<file path="src/rtl/fp_mult_pkg.sv">
// Shared definitions for the FP multiplier issue/collect stage.
//   ctrl_state_e : issue/collect FSM states
//   FLAG_*       : bit positions inside res_flags_o
//   op_rec_t     : operand record buffered in the operand FIFO; the tag field
//                  is sized for the widest supported tag (TAG_W <= OP_TAG_MAX_W)
//                  and narrower tags occupy its low bits.
package fp_mult_pkg;

   typedef enum logic [2:0] {
      ST_IDLE,
      ST_ISSUE,
      ST_WAIT_DONE,
      ST_SETTLE,
      ST_HOLD
   } ctrl_state_e;

   localparam int unsigned FLAG_NAN     = 0;
   localparam int unsigned FLAG_INF     = 1;
   localparam int unsigned FLAG_OVF     = 2;
   localparam int unsigned FLAG_UNF     = 3;
   localparam int unsigned FLAG_TIMEOUT = 4;
   localparam int unsigned FLAG_W       = 5;

   localparam int unsigned OP_TAG_MAX_W = 16;

   typedef struct packed {
      logic [31:0]             a;
      logic [31:0]             b;
      logic [OP_TAG_MAX_W-1:0] tag;
   } op_rec_t;

endpackage

</file>
<file path="src/rtl/fp_mult_issue_ctrl_if.sv">
// Signal bundle between the issue/collect stage and its environment.
//   op_*  : operand stream into the stage (valid/ready)
//   mul_* : start/operands out to the multiplier, done/flags/product back
//   res_* : result stream out of the stage (valid/ready), plus error count
// Suffixes _i/_o are from the stage's point of view.
//   slave  : the issue/collect stage
//   master : the environment (operand source, multiplier, result sink)
interface fp_mult_issue_ctrl_if #(
   parameter int unsigned TAG_W = 4
) ();
   import fp_mult_pkg::*;

   logic              op_valid_i;
   logic              op_ready_o;
   logic [31:0]       op_a_i;
   logic [31:0]       op_b_i;
   logic [TAG_W-1:0]  op_tag_i;

   logic              mul_start_o;
   logic [31:0]       mul_a_o;
   logic [31:0]       mul_b_o;
   logic              mul_done_i;
   logic              mul_nan_i;
   logic              mul_inf_i;
   logic              mul_ovf_i;
   logic              mul_unf_i;
   logic [31:0]       mul_product_i;

   logic              res_valid_o;
   logic              res_ready_i;
   logic [31:0]       res_product_o;
   logic [FLAG_W-1:0] res_flags_o;
   logic [TAG_W-1:0]  res_tag_o;
   logic [7:0]        err_count_o;

   modport slave (
      input  op_valid_i, op_a_i, op_b_i, op_tag_i,
      output op_ready_o,
      output mul_start_o, mul_a_o, mul_b_o,
      input  mul_done_i, mul_nan_i, mul_inf_i, mul_ovf_i, mul_unf_i, mul_product_i,
      output res_valid_o, res_product_o, res_flags_o, res_tag_o, err_count_o,
      input  res_ready_i
   );

   modport master (
      output op_valid_i, op_a_i, op_b_i, op_tag_i,
      input  op_ready_o,
      input  mul_start_o, mul_a_o, mul_b_o,
      output mul_done_i, mul_nan_i, mul_inf_i, mul_ovf_i, mul_unf_i, mul_product_i,
      input  res_valid_o, res_product_o, res_flags_o, res_tag_o, err_count_o,
      output res_ready_i
   );

endinterface

</file>
<file path="src/rtl/fp_op_fifo.sv">
// Circular synchronous FIFO with count-based full/empty.
//   clk, rst_n : clock, async active-low reset (pointers/count only)
//   push_i     : write data_i (ignored when full)
//   pop_i      : drop head entry (ignored when empty)
//   data_o     : current head entry
//   full_o     : count == DEPTH
//   empty_o    : count == 0
// DEPTH must be a power of two so the pointers wrap naturally.
module fp_op_fifo #(
   parameter int unsigned DEPTH = 4,
   parameter int unsigned WIDTH = 8
) (
   input  logic             clk,
   input  logic             rst_n,
   input  logic             push_i,
   input  logic [WIDTH-1:0] data_i,
   input  logic             pop_i,
   output logic [WIDTH-1:0] data_o,
   output logic             full_o,
   output logic             empty_o
);
   localparam int unsigned PTR_W = $clog2(DEPTH);
   localparam int unsigned CNT_W = $clog2(DEPTH + 1);

   logic [WIDTH-1:0] mem_q [DEPTH];
   logic [PTR_W-1:0] wr_ptr_q, wr_ptr_d;
   logic [PTR_W-1:0] rd_ptr_q, rd_ptr_d;
   logic [CNT_W-1:0] count_q, count_d;
   logic             do_push, do_pop;

   assign full_o  = (count_q == CNT_W'(DEPTH));
   assign empty_o = (count_q == '0);
   assign do_push = push_i && !full_o;
   assign do_pop  = pop_i && !empty_o;
   assign data_o  = mem_q[rd_ptr_q];

   always_comb begin
      wr_ptr_d = wr_ptr_q;
      rd_ptr_d = rd_ptr_q;
      count_d  = count_q;
      if (do_push) wr_ptr_d = wr_ptr_q + PTR_W'(1);
      if (do_pop)  rd_ptr_d = rd_ptr_q + PTR_W'(1);
      case ({do_push, do_pop})
         2'b10:   count_d = count_q + CNT_W'(1);
         2'b01:   count_d = count_q - CNT_W'(1);
         default: count_d = count_q;
      endcase
   end

   always_ff @(posedge clk or negedge rst_n) begin
      if (!rst_n) begin
         wr_ptr_q <= '0;
         rd_ptr_q <= '0;
         count_q  <= '0;
      end else begin
         wr_ptr_q <= wr_ptr_d;
         rd_ptr_q <= rd_ptr_d;
         count_q  <= count_d;
      end
   end

   // Storage needs no reset: an entry is only read after it has been written.
   always_ff @(posedge clk) begin
      if (do_push) mem_q[wr_ptr_q] <= data_i;
   end

endmodule

</file>
<file path="src/rtl/fp_mult_issue_ctrl.sv">
// Operand-issue / result-collection stage around a single-precision multiplier.
//   clk, rst_n : clock, async active-low reset
//   bus        : op stream in, multiplier start/operands out and done/flags/
//                product in, result stream out with tag and error count.
// Operands queue in fp_op_fifo; one multiplication is in flight at a time.
// The product and flags are sampled SETTLE_CYCLES after done, or a timeout
// result (product 0, timeout flag) is forced after TIMEOUT_CYCLES without done.
module fp_mult_issue_ctrl #(
   parameter int unsigned FIFO_DEPTH     = 4,
   parameter int unsigned TAG_W          = 4,
   parameter int unsigned SETTLE_CYCLES  = 2,
   parameter int unsigned TIMEOUT_CYCLES = 15
) (
   input  logic                 clk,
   input  logic                 rst_n,
   fp_mult_issue_ctrl_if.slave  bus
);
   import fp_mult_pkg::*;

   localparam int unsigned TO_W = $clog2(TIMEOUT_CYCLES + 1);
   localparam int unsigned ST_W = $clog2(SETTLE_CYCLES + 1);

   ctrl_state_e       state_q, state_d;
   op_rec_t           push_rec, head_rec;
   op_rec_t           op_q, op_d;
   logic              fifo_full, fifo_empty, fifo_push, fifo_pop;
   logic [TO_W-1:0]   to_cnt_q, to_cnt_d;
   logic [ST_W-1:0]   st_cnt_q, st_cnt_d;
   logic [31:0]       res_product_q, res_product_d;
   logic [FLAG_W-1:0] res_flags_q, res_flags_d;
   logic [TAG_W-1:0]  res_tag_q, res_tag_d;
   logic [7:0]        err_q, err_d;
   logic              unused_tag_bits;

   always_comb begin
      push_rec              = '0;
      push_rec.a            = bus.op_a_i;
      push_rec.b            = bus.op_b_i;
      push_rec.tag[TAG_W-1:0] = bus.op_tag_i;
   end

   // op_ready depends on count only, so a full FIFO refuses a push even in a
   // cycle where the FSM pops.
   assign fifo_push = bus.op_valid_i && !fifo_full;
   assign fifo_pop  = (state_q == ST_IDLE) && !fifo_empty;

   fp_op_fifo #(
      .DEPTH (FIFO_DEPTH),
      .WIDTH ($bits(op_rec_t))
   ) u_fifo (
      .clk     (clk),
      .rst_n   (rst_n),
      .push_i  (fifo_push),
      .data_i  (push_rec),
      .pop_i   (fifo_pop),
      .data_o  (head_rec),
      .full_o  (fifo_full),
      .empty_o (fifo_empty)
   );

   // Only the low TAG_W bits of the latched tag reach the result.
   assign unused_tag_bits = ^op_q.tag;

   always_comb begin
      state_d       = state_q;
      op_d          = op_q;
      to_cnt_d      = to_cnt_q;
      st_cnt_d      = st_cnt_q;
      res_product_d = res_product_q;
      res_flags_d   = res_flags_q;
      res_tag_d     = res_tag_q;
      err_d         = err_q;
      case (state_q)
         ST_IDLE: begin
            if (!fifo_empty) begin
               op_d    = head_rec;
               state_d = ST_ISSUE;
            end
         end
         ST_ISSUE: begin
            to_cnt_d = '0;
            state_d  = ST_WAIT_DONE;
         end
         ST_WAIT_DONE: begin
            if (bus.mul_done_i) begin
               st_cnt_d = '0;
               state_d  = ST_SETTLE;
            end else if (to_cnt_q == TO_W'(TIMEOUT_CYCLES - 1)) begin
               res_product_d              = '0;
               res_flags_d                = '0;
               res_flags_d[FLAG_TIMEOUT]  = 1'b1;
               res_tag_d                  = op_q.tag[TAG_W-1:0];
               state_d                    = ST_HOLD;
            end else begin
               to_cnt_d = to_cnt_q + TO_W'(1);
            end
         end
         ST_SETTLE: begin
            if (st_cnt_q == ST_W'(SETTLE_CYCLES - 1)) begin
               res_product_d          = bus.mul_product_i;
               res_flags_d            = '0;
               res_flags_d[FLAG_NAN]  = bus.mul_nan_i;
               res_flags_d[FLAG_INF]  = bus.mul_inf_i;
               res_flags_d[FLAG_OVF]  = bus.mul_ovf_i;
               res_flags_d[FLAG_UNF]  = bus.mul_unf_i;
               res_tag_d              = op_q.tag[TAG_W-1:0];
               state_d                = ST_HOLD;
            end else begin
               st_cnt_d = st_cnt_q + ST_W'(1);
            end
         end
         ST_HOLD: begin
            if (bus.res_ready_i) begin
               if ((res_flags_q != '0) && (err_q != 8'hFF)) err_d = err_q + 8'd1;
               state_d = ST_IDLE;
            end
         end
         default: state_d = ST_IDLE;
      endcase
   end

   always_ff @(posedge clk or negedge rst_n) begin
      if (!rst_n) begin
         state_q       <= ST_IDLE;
         op_q          <= '0;
         to_cnt_q      <= '0;
         st_cnt_q      <= '0;
         res_product_q <= '0;
         res_flags_q   <= '0;
         res_tag_q     <= '0;
         err_q         <= '0;
      end else begin
         state_q       <= state_d;
         op_q          <= op_d;
         to_cnt_q      <= to_cnt_d;
         st_cnt_q      <= st_cnt_d;
         res_product_q <= res_product_d;
         res_flags_q   <= res_flags_d;
         res_tag_q     <= res_tag_d;
         err_q         <= err_d;
      end
   end

   assign bus.op_ready_o    = !fifo_full;
   assign bus.mul_start_o   = (state_q == ST_ISSUE);
   assign bus.mul_a_o       = op_q.a;
   assign bus.mul_b_o       = op_q.b;
   assign bus.res_valid_o   = (state_q == ST_HOLD);
   assign bus.res_product_o = res_product_q;
   assign bus.res_flags_o   = res_flags_q;
   assign bus.res_tag_o     = res_tag_q;
   assign bus.err_count_o   = err_q;

endmodule

</file>
<file path="src/flat_wrapper.sv">
// flat-port wrapper written by rule: the top's interface ports become plain ports
module fp_mult_issue_ctrl_flat import fp_mult_pkg::*;
#(
   parameter int unsigned FIFO_DEPTH     = 4,
   parameter int unsigned TAG_W          = 4,
   parameter int unsigned SETTLE_CYCLES  = 2,
   parameter int unsigned TIMEOUT_CYCLES = 15
)
  (clk, rst_n, bus_op_valid_i, bus_op_a_i, bus_op_b_i, bus_op_tag_i, bus_op_ready_o, bus_mul_start_o, bus_mul_a_o, bus_mul_b_o, bus_mul_done_i, bus_mul_nan_i, bus_mul_inf_i, bus_mul_ovf_i, bus_mul_unf_i, bus_mul_product_i, bus_res_valid_o, bus_res_product_o, bus_res_flags_o, bus_res_tag_o, bus_err_count_o, bus_res_ready_i);
  fp_mult_issue_ctrl_if #(.TAG_W(TAG_W)) bus_i ();
  input  logic clk;
  input  logic rst_n;
  input wire logic [$bits(bus_i.op_valid_i)-1:0] bus_op_valid_i;
  input wire logic [$bits(bus_i.op_a_i)-1:0] bus_op_a_i;
  input wire logic [$bits(bus_i.op_b_i)-1:0] bus_op_b_i;
  input wire logic [$bits(bus_i.op_tag_i)-1:0] bus_op_tag_i;
  output wire logic [$bits(bus_i.op_ready_o)-1:0] bus_op_ready_o;
  output wire logic [$bits(bus_i.mul_start_o)-1:0] bus_mul_start_o;
  output wire logic [$bits(bus_i.mul_a_o)-1:0] bus_mul_a_o;
  output wire logic [$bits(bus_i.mul_b_o)-1:0] bus_mul_b_o;
  input wire logic [$bits(bus_i.mul_done_i)-1:0] bus_mul_done_i;
  input wire logic [$bits(bus_i.mul_nan_i)-1:0] bus_mul_nan_i;
  input wire logic [$bits(bus_i.mul_inf_i)-1:0] bus_mul_inf_i;
  input wire logic [$bits(bus_i.mul_ovf_i)-1:0] bus_mul_ovf_i;
  input wire logic [$bits(bus_i.mul_unf_i)-1:0] bus_mul_unf_i;
  input wire logic [$bits(bus_i.mul_product_i)-1:0] bus_mul_product_i;
  output wire logic [$bits(bus_i.res_valid_o)-1:0] bus_res_valid_o;
  output wire logic [$bits(bus_i.res_product_o)-1:0] bus_res_product_o;
  output wire logic [$bits(bus_i.res_flags_o)-1:0] bus_res_flags_o;
  output wire logic [$bits(bus_i.res_tag_o)-1:0] bus_res_tag_o;
  output wire logic [$bits(bus_i.err_count_o)-1:0] bus_err_count_o;
  input wire logic [$bits(bus_i.res_ready_i)-1:0] bus_res_ready_i;
  assign bus_i.op_valid_i = bus_op_valid_i;
  assign bus_i.op_a_i = bus_op_a_i;
  assign bus_i.op_b_i = bus_op_b_i;
  assign bus_i.op_tag_i = bus_op_tag_i;
  assign bus_op_ready_o = bus_i.op_ready_o;
  assign bus_mul_start_o = bus_i.mul_start_o;
  assign bus_mul_a_o = bus_i.mul_a_o;
  assign bus_mul_b_o = bus_i.mul_b_o;
  assign bus_i.mul_done_i = bus_mul_done_i;
  assign bus_i.mul_nan_i = bus_mul_nan_i;
  assign bus_i.mul_inf_i = bus_mul_inf_i;
  assign bus_i.mul_ovf_i = bus_mul_ovf_i;
  assign bus_i.mul_unf_i = bus_mul_unf_i;
  assign bus_i.mul_product_i = bus_mul_product_i;
  assign bus_res_valid_o = bus_i.res_valid_o;
  assign bus_res_product_o = bus_i.res_product_o;
  assign bus_res_flags_o = bus_i.res_flags_o;
  assign bus_res_tag_o = bus_i.res_tag_o;
  assign bus_err_count_o = bus_i.err_count_o;
  assign bus_i.res_ready_i = bus_res_ready_i;
  fp_mult_issue_ctrl #(.FIFO_DEPTH(FIFO_DEPTH), .TAG_W(TAG_W), .SETTLE_CYCLES(SETTLE_CYCLES), .TIMEOUT_CYCLES(TIMEOUT_CYCLES)) u_core (.clk(clk), .rst_n(rst_n), .bus(bus_i));
endmodule
</file>
<file path="config.mk">
export PLATFORM = sky130hd
export DESIGN_NAME = fp_mult_issue_ctrl_flat
export DESIGN_NICKNAME = d
export VERILOG_FILES = /design/src/rtl/fp_mult_pkg.sv /design/src/rtl/fp_mult_issue_ctrl_if.sv /design/src/rtl/fp_op_fifo.sv /design/src/rtl/fp_mult_issue_ctrl.sv /design/src/flat_wrapper.sv
export SDC_FILE = /design/constraint.sdc
export NUM_CORES = 1
export LEC_CHECK = 0
export ABC_CLOCK_PERIOD_IN_PS = 3300
export CAP_MARGIN = 30
export CORE_ASPECT_RATIO = 0.6
export CORE_MARGIN = 1
export CORE_UTILIZATION = 50
export CTS_CLUSTER_DIAMETER = 30
export DETAILED_ROUTE_END_ITERATION = 6
export PLACE_DENSITY = 0.82
export SYNTH_ARGS = -nofsm -noshare
export SYNTH_HDL_FRONTEND = slang
export SYNTH_SLANG_ARGS = --single-unit
</file>
<file path="constraint.sdc">
create_clock -name clk -period 3.3 [get_ports clk]
set_input_delay 0.33 -clock clk [delete_from_list [all_inputs] [get_ports clk]]
set_output_delay 0.33 -clock clk [all_outputs]
set_load 0.03 [all_outputs]
</file>
==> impl_metrics.ini <==
[routing]
dr.pass1.iters = 5
vias = 7756
viasPerCell = 5.39
wl_um = 30800
route.met2.wl_um = 14700
top_layer = met4
wl_per_cell_um = 21.4
wl_met3_um = 1790
drcViolationCount = 0
ant_nets = 0
wl_met1_um = 13400
drt_iter0_drc = 416

[clocking]
post_cts_buffers = 0
clk_pin_slew_ns = 0.06
cts_buffers = 52
cts_root_buf = clkbuf_16
clk_latency_ns = 0.57
h-tree-depth = 2
cts_buffer_depth = 3
cts_sinks = 405
cts_tree = yes

[sta]
setup_viol = 0
final.setup.tns_ns = 0
finClkSkew_ns = 0.0231
max_slew_margin = 0.565
rsz0062_at_grt = no
fmax_ghz = 0.376
post-route-min-period_ns = 2.66
final-max-slew-violation-count = 0
final-hold-violation-count = 0
timing.final.crit_share = 0.806
worstMarginPinSlew_ns = 0.653

[setup_path]
path_class = reg -> out
critical_path.cell_chain = nor2_1, nand2_1, inv_1, clkdlybuf4s50_1
arrival_ns = 2.33
worstRegToRegCells = 8
critPathMaxStageDelay_ns = 0.69
worstPathRequired_ns = 2.97
rr_startpoint = u_core.state_q[1]$_DFFE_PN0P_
worst_path_max_delay_cell = clkdlybuf4s50_1
worst_r2r_endpoint = u_core.u_fifo.count_q[2]$_DFFE_PN0P_
r2r_slack_ns = 1.09
endpoint_kind = output port
path_max_fanout = 9
worst-path-buf-inv = 2
cp-startpoint = u_core.state_q[1]$_DFFE_PN0P_
critPathLaunchType = flip-flop
crit_family = buffers and inverters

[logic_synthesis]
syn_nets = 905
syn-cell-area_um2 = 15600
synth_cell_types = 40
yosys-top-cells-count = edfxtp_1 (272), dfrtp_1 (133), mux2_2 (73)
synth-seq-cells = 405
synth_ff_type = edfxtp_1
ys.warnings.count = 0
synth_cells = 786
ys_seq_area_frac = 0.739
synth_edf_count = 272
synth_top_cell_by_area = edfxtp_1
synth_most_common_cell = edfxtp_1
async_reset_ff_frac = 0.328
synth_top_area_frac = 0.525
syn_area_per_cell_um2 = 19.8
synth_area_leaders = edfxtp_1 (52%), dfrtp_1 (21%), mux4_2 (9.8%)

[pwr]
p_leak_nw = 7.08
clock_power_share = 0.276
p_sw_frac = 0.325
power_density_nw_per_um2 = 1000
switchingPower_mw = 6.40
p_comb_frac = 0.326
power.share.sequential = 0.398
ir_worst_vdd_mv = 0.613
p_int_mw = 13.3

[die]
row_count = 49
initial_core_util = 0.514
io_pins = 225
die_x_um = 230
die_h_um = 139
core_um2 = 30300
die_area_um2 = 31900

[layout]
fill_cells = 2104
fin_nets = 1102
fin_util = 0.649
drive_gt1_frac = 0.256
syn2layout_area_growth_pct = 26.2

[min_path]
hold_class = in -> async

[placement]
hpwl_um = 18800
gp_congestion = 0.797
port_buffers = 224

[global_routing]
grt.total_usage = 0.199
overflow = 0
antenna_found_initial = 4
grt_max_degree = 71
grt_pass1_wl_um = 48100
grt_pass1_vias = 8334

[flow_run]
cap_violations = 0

[run_status]
status = finished clean
## cell type report
cell class | instances | area [um2] | area share
tap | 408 | 510 | 0.0260
clock inverter | 37 | 344 | 0.0175
inverter | 12 | 45.0 | 0.00229
multi-input combinational | 272 | 3410 | 0.174
clock buffer | 60 | 1360 | 0.0694
sequential | 405 | 11500 | 0.586
antenna | 4 | 10.0 | 0.000510
timing repair buffer | 240 | 2450 | 0.125
## how the worst max path moves through the flow
stage                                           to  cells past startpoint
2_1_floorplan  u_core.u_fifo.mem_q[0][0]$_DFFE_PP_                      3
3_3_place_gp    u_core.bus.mul_b_o[21]$_DFFE_PN0P_                      3
3_5_place_dp    u_core.bus.mul_b_o[22]$_DFFE_PN0P_                      3
4_1_cts                            bus_mul_start_o                      4
5_1_grt                            bus_mul_start_o                      4
6_report                           bus_mul_start_o                      4
## power groups by stage
stage               Combinational, mW  Sequential (mW)  Clock [mW]
finish                           6.41             7.85        5.44
CTS                              6.51             7.88        5.55
floorplan                        4.47             7.98           0
detailed placement               6.47             7.95           0
global route                     6.80             8.03        5.76
global placement                 6.32             7.88           0
## per-layer routing
layer / vias to the layer above / GRT usage
met4: 0 / 0.0805
li1: 3452 / -
met3: 59 / 0.0448
met5: - / 0
met2: 221 / 0.309
met1: 4024 / 0.276
## per-stage QoR
stage          setup WS (ns)  hold slack [ns]  std cells  cell area (um2)  power [mW]
2_1_floorplan          0.360           0.0344        786            15600        12.4
3_3_place_gp            1.14            0.319       1336            17900        14.2
3_5_place_dp            1.08            0.328       1336            17900        14.4
4_1_cts                0.626            0.290       1434            19600        19.9
5_1_grt                0.544            0.320       1437            19600        20.6
6_report               0.639            0.283       1438            19600        19.7
## registers in the layout (all words and copies together) (netlist names), 3 cells and up
signal / count
u_core.u_fifo.mem_q: 272
u_core.bus.mul_a_o: 32
u_core.bus.mul_b_o: 32
u_core.bus.res_product_o: 32
u_core.bus.err_count_o: 8
u_core.bus.res_flags_o: 5
u_core.bus.res_tag_o: 4
u_core.op_q: 4
u_core.to_cnt_q: 4
u_core.state_q: 3
u_core.u_fifo.count_q: 3
## kinds of logic (layout without fill, tap and decap cells)
| family | after synthesis | in the layout | share of synthesized area |
|---|---|---|---|
| flip-flops | 405 | 405 | 0.739 |
| multiplexers | 145 | 145 | 0.154 |
| buffers and inverters | 109 | 349 | 0.0441 |
| AO/OA/AOI/OAI | 59 | 59 | 0.0308 |
| XOR/XNOR | 11 | 11 | 0.00619 |
| AND/OR/NAND/NOR | 47 | 47 | 0.0173 |
| adder cells (fa/ha/maj) | 10 | 10 | 0.00852 |
| other | 0 | 4 | 0 |
## timing repair
action / in CTS / in global routing
hold endpoints to repair: 53 / 0
gates resized for setup: 0 / 0
endpoints found under the setup margin: 0 / 0
hold buffers: 1 / 0
## worst reg2reg max path: cells and delay by family (launching register included)
| family | cells | cell delay (ns) |
|---|---|---|
| AO/OA/AOI/OAI | 1 | 0.30 |
| adder cells (fa/ha/maj) | 2 | 0.55 |
| AND/OR/NAND/NOR | 2 | 0.45 |
| flip-flops | 1 | 0.48 |
| buffers and inverters | 1 | 0.06 |
| XOR/XNOR | 2 | 0.30 |
## cells in the final DEF, fill, tap and decap left out, types with 6 or more instances in the layout
cell type | Yosys | routed
edfxtp_1 | 272 | 272
dfrtp_1 | 133 | 131
o21ai_0 | 9 | 9
mux2_2 | 73 | 73
clkdlybuf4s50_1 | 0 | 223
nand3_1 | 8 | 8
nand2_1 | 7 | 7
inv_1 | 12 | 12
ha_1 | 9 | 9
nor2_1 | 7 | 7
clkinv_4 | 0 | 7
buf_4 | 67 | 8
inv_6 | 0 | 9
clkinv_2 | 0 | 8
clkbuf_1 | 10 | 6
buf_12 | 0 | 7
clkbuf_16 | 0 | 53
clkinvlp_4 | 0 | 6
xor2_1 | 8 | 8
a22o_1 | 36 | 36
mux4_2 | 68 | 68
(Power assumes the default switching activity.)
==> RTL edit: new RTL, same settings <==
Make the reset (`rst_n`) synchronous in 2 clocked blocks. Comments in the files are not updated.
--- a/src/rtl/fp_op_fifo.sv
+++ b/src/rtl/fp_op_fifo.sv
@@ -48,5 +48,5 @@
    end
 
-   always_ff @(posedge clk or negedge rst_n) begin
+   always_ff @(posedge clk) begin
       if (!rst_n) begin
          wr_ptr_q <= '0;
--- a/src/rtl/fp_mult_issue_ctrl.sv
+++ b/src/rtl/fp_mult_issue_ctrl.sv
@@ -120,5 +120,5 @@
    end
 
-   always_ff @(posedge clk or negedge rst_n) begin
+   always_ff @(posedge clk) begin
       if (!rst_n) begin
          state_q       <= ST_IDLE;
Formal check against the unedited RTL: differs if rst_n is asserted again (counterexample within 4 cycles, from zero or initial values and one cycle with rst_n low); with rst_n held inactive, the same outputs for 4 cycles.
==> RTL edit against the unedited design <==
Sequential cell count unchanged; critical path depth down 2; register-to-register slack worse by 0.25 ns; maximum frequency down 8.2%; clock skew down 0.012 ns; final cell count up 12%; area after synthesis down 1.5%; sequential share of layout area down 2.5 points; power down 17%; routed wire length up 4.4%; hold slack better by 0.091 ns; setup slack worse by 0.24 ns; combinational power down 37%; final area down 1.6%; critical path type unchanged; highest routed layer unchanged.
==> RTL edit: results (changes against the unedited design) <==
- The maximum ir drop on the vdd rail is 0.8516 mV (was 0.6126 mV).
- The fraction of the mapped netlist area in adder cells was 0.8653% (was 0.8522%).
- Total nets after synthesis: 1098 (was 905)
- Initial drt markers: 551 (was 416)
- The data arrival time of the critical path was 2.57 ns (was 2.33 ns).
- Result of the run: finished, final reports clean (unchanged)
* Most used standard cells in the synthesized netlist: 272 x edfxtp_1, 147 x nand2_1, 133 x dfxtp_1, 80 x a21oi_1, 68 x mux4_2 (was 272 x edfxtp_1, 133 x dfrtp_1, 73 x mux2_2, 68 x mux4_2, 67 x buf_4)
- Global-route wire length before repair: 49.58 mm (was 48.11 mm)
* Synthesized-area fraction occupied by ao, oa, aoi and oai cells: 5.992% (was 3.079%)
- Crit-path max FO: 15 (was 9)
- Critical Path Start: u_core.state_q[0] (was u_core.state_q[1])
- The CTS H-tree depth came to 2 (unchanged).
* Maximum clock skew at final layout: 0.01157 ns (was 0.02309 ns)
* Class of the most critical hold timing path: in -> reg (was in -> async)
- CTS buffer count: 51 (was 52)
- Antenna violations before repair: 2 (was 4)
- Vias in the first global route: 8925 (was 8334)
* Vias after detailed routing: 8667 (was 7756)
* Post-synthesis average cell area: 15.66 sq um (was 19.80 sq um)
* Asr flop ratio synth: 0% (was 32.84%)
* Worst Reg2Reg Path Length in Cells: 9 (was 8)
- The total met3 wirelength after detailed routing came to 2.186 mm (was 1.788 mm).
* Proportion of synthesized chip area in sequential cells: 70.66% (was 73.87%)
* Crit Reg-Reg Startpoint: u_core.u_fifo.count_q[0] (was u_core.state_q[1])
- The routed length on met2 is 14.90 mm (was 14.73 mm).
- DR WL/cell: 19.99 um (was 21.41 um)
- Area share of xor/xnor cells in the synthesized design: 0.2857% (was 0.6191%)
- Gpl congestion: 0.8226 (was 0.7966)
* Drt first pass iters: 7 (was 5)
- The worst-case headroom to the max-slew limit came to 40.75% (was 56.48%).
- The met1 routed wirelength after detailed routing came to 14.35 mm (was 13.36 mm).
* Layout cells sized above 1: 16.46% (was 25.63%)
* GR Util All Layers: 20.57% (was 19.89%)
* Synth area leaders: edfxtp_1 53%, dfxtp_1 17%, mux4_2 10% (was edfxtp_1 52%, dfrtp_1 21%, mux4_2 9.8%)
- Multiplexer fraction of the synthesized cell area: 10.46% (was 15.44%)
- The sum of net half-perimeters after detailed placement came to 19.10 mm (was 18.78 mm).
* Total leakage power: 0.006423 uW (was 0.007084 uW)
RTL edit: cell types whose count changed in the layout (fill, tap and decap cells not counted), sizes merged, moves of 5 or more:
cell and delta:
a21oi +76, clkinv -7, dfrtp -133, dfxtp +133
mux2 -74, nand2 +141, nor2 +9, xor2 -5
RTL edit: cell type report:
type	count	area [sq um]
antenna	2	5.005
clock buffer	62	1423
clock inverter	33	344.1
fill	2139	10720
inverter	13	50.05
multi-input combinational	444	3719
sequential	405	10840
tap	408	510.5
timing repair buffer	240	2437
RTL edit: per-stage QoR:
stage	instances	setup WS [ns]	cell area, sq um
floorplan	979	0.4455	15330
global placement	1510	0.9079	17550
detailed placement	1510	0.8770	17550
CTS	1605	0.4154	19320
global route	1606	0.3098	19320
finish	1607	0.4012	19330
RTL edit: worst max-delay path, stage by stage, from the launching register on:
cell and delay [ns]:
dfxtp_1 0.68, nor3b_1 0.54, clkdlybuf4s50_1 0.79
RTL edit: metal layers:
metal,global-route usage [%],vias up
li1,-,3988
met1,28.35,4351
met2,32.27,276
met3,5.215,52
met4,6.786,0
met5,0,-
RTL edit: report_power, final:
| part | internal (uW) | switching, uW | leakage [uW] | total (uW) |
|---|---|---|---|---|
| combinational | 1670 | 2350 | 0.00199 | 4020 |
| sequential | 6180 | 449 | 0.00358 | 6630 |
| clock | 3390 | 2270 | 0.000850 | 5650 |
| total | 11200 | 5070 | 0.00642 | 16300 |
RTL edit: path summary, 6_finish.rpt:
check | end | slack [ns]
setup / recovery | bus_mul_start_o | 0.40
hold reg to reg | u_core.bus.mul_b_o[22] | 0.45
hold / removal | u_core.bus.res_product_o[11] | 0.37
setup reg to reg | u_core.u_fifo.count_q[2] | 0.84
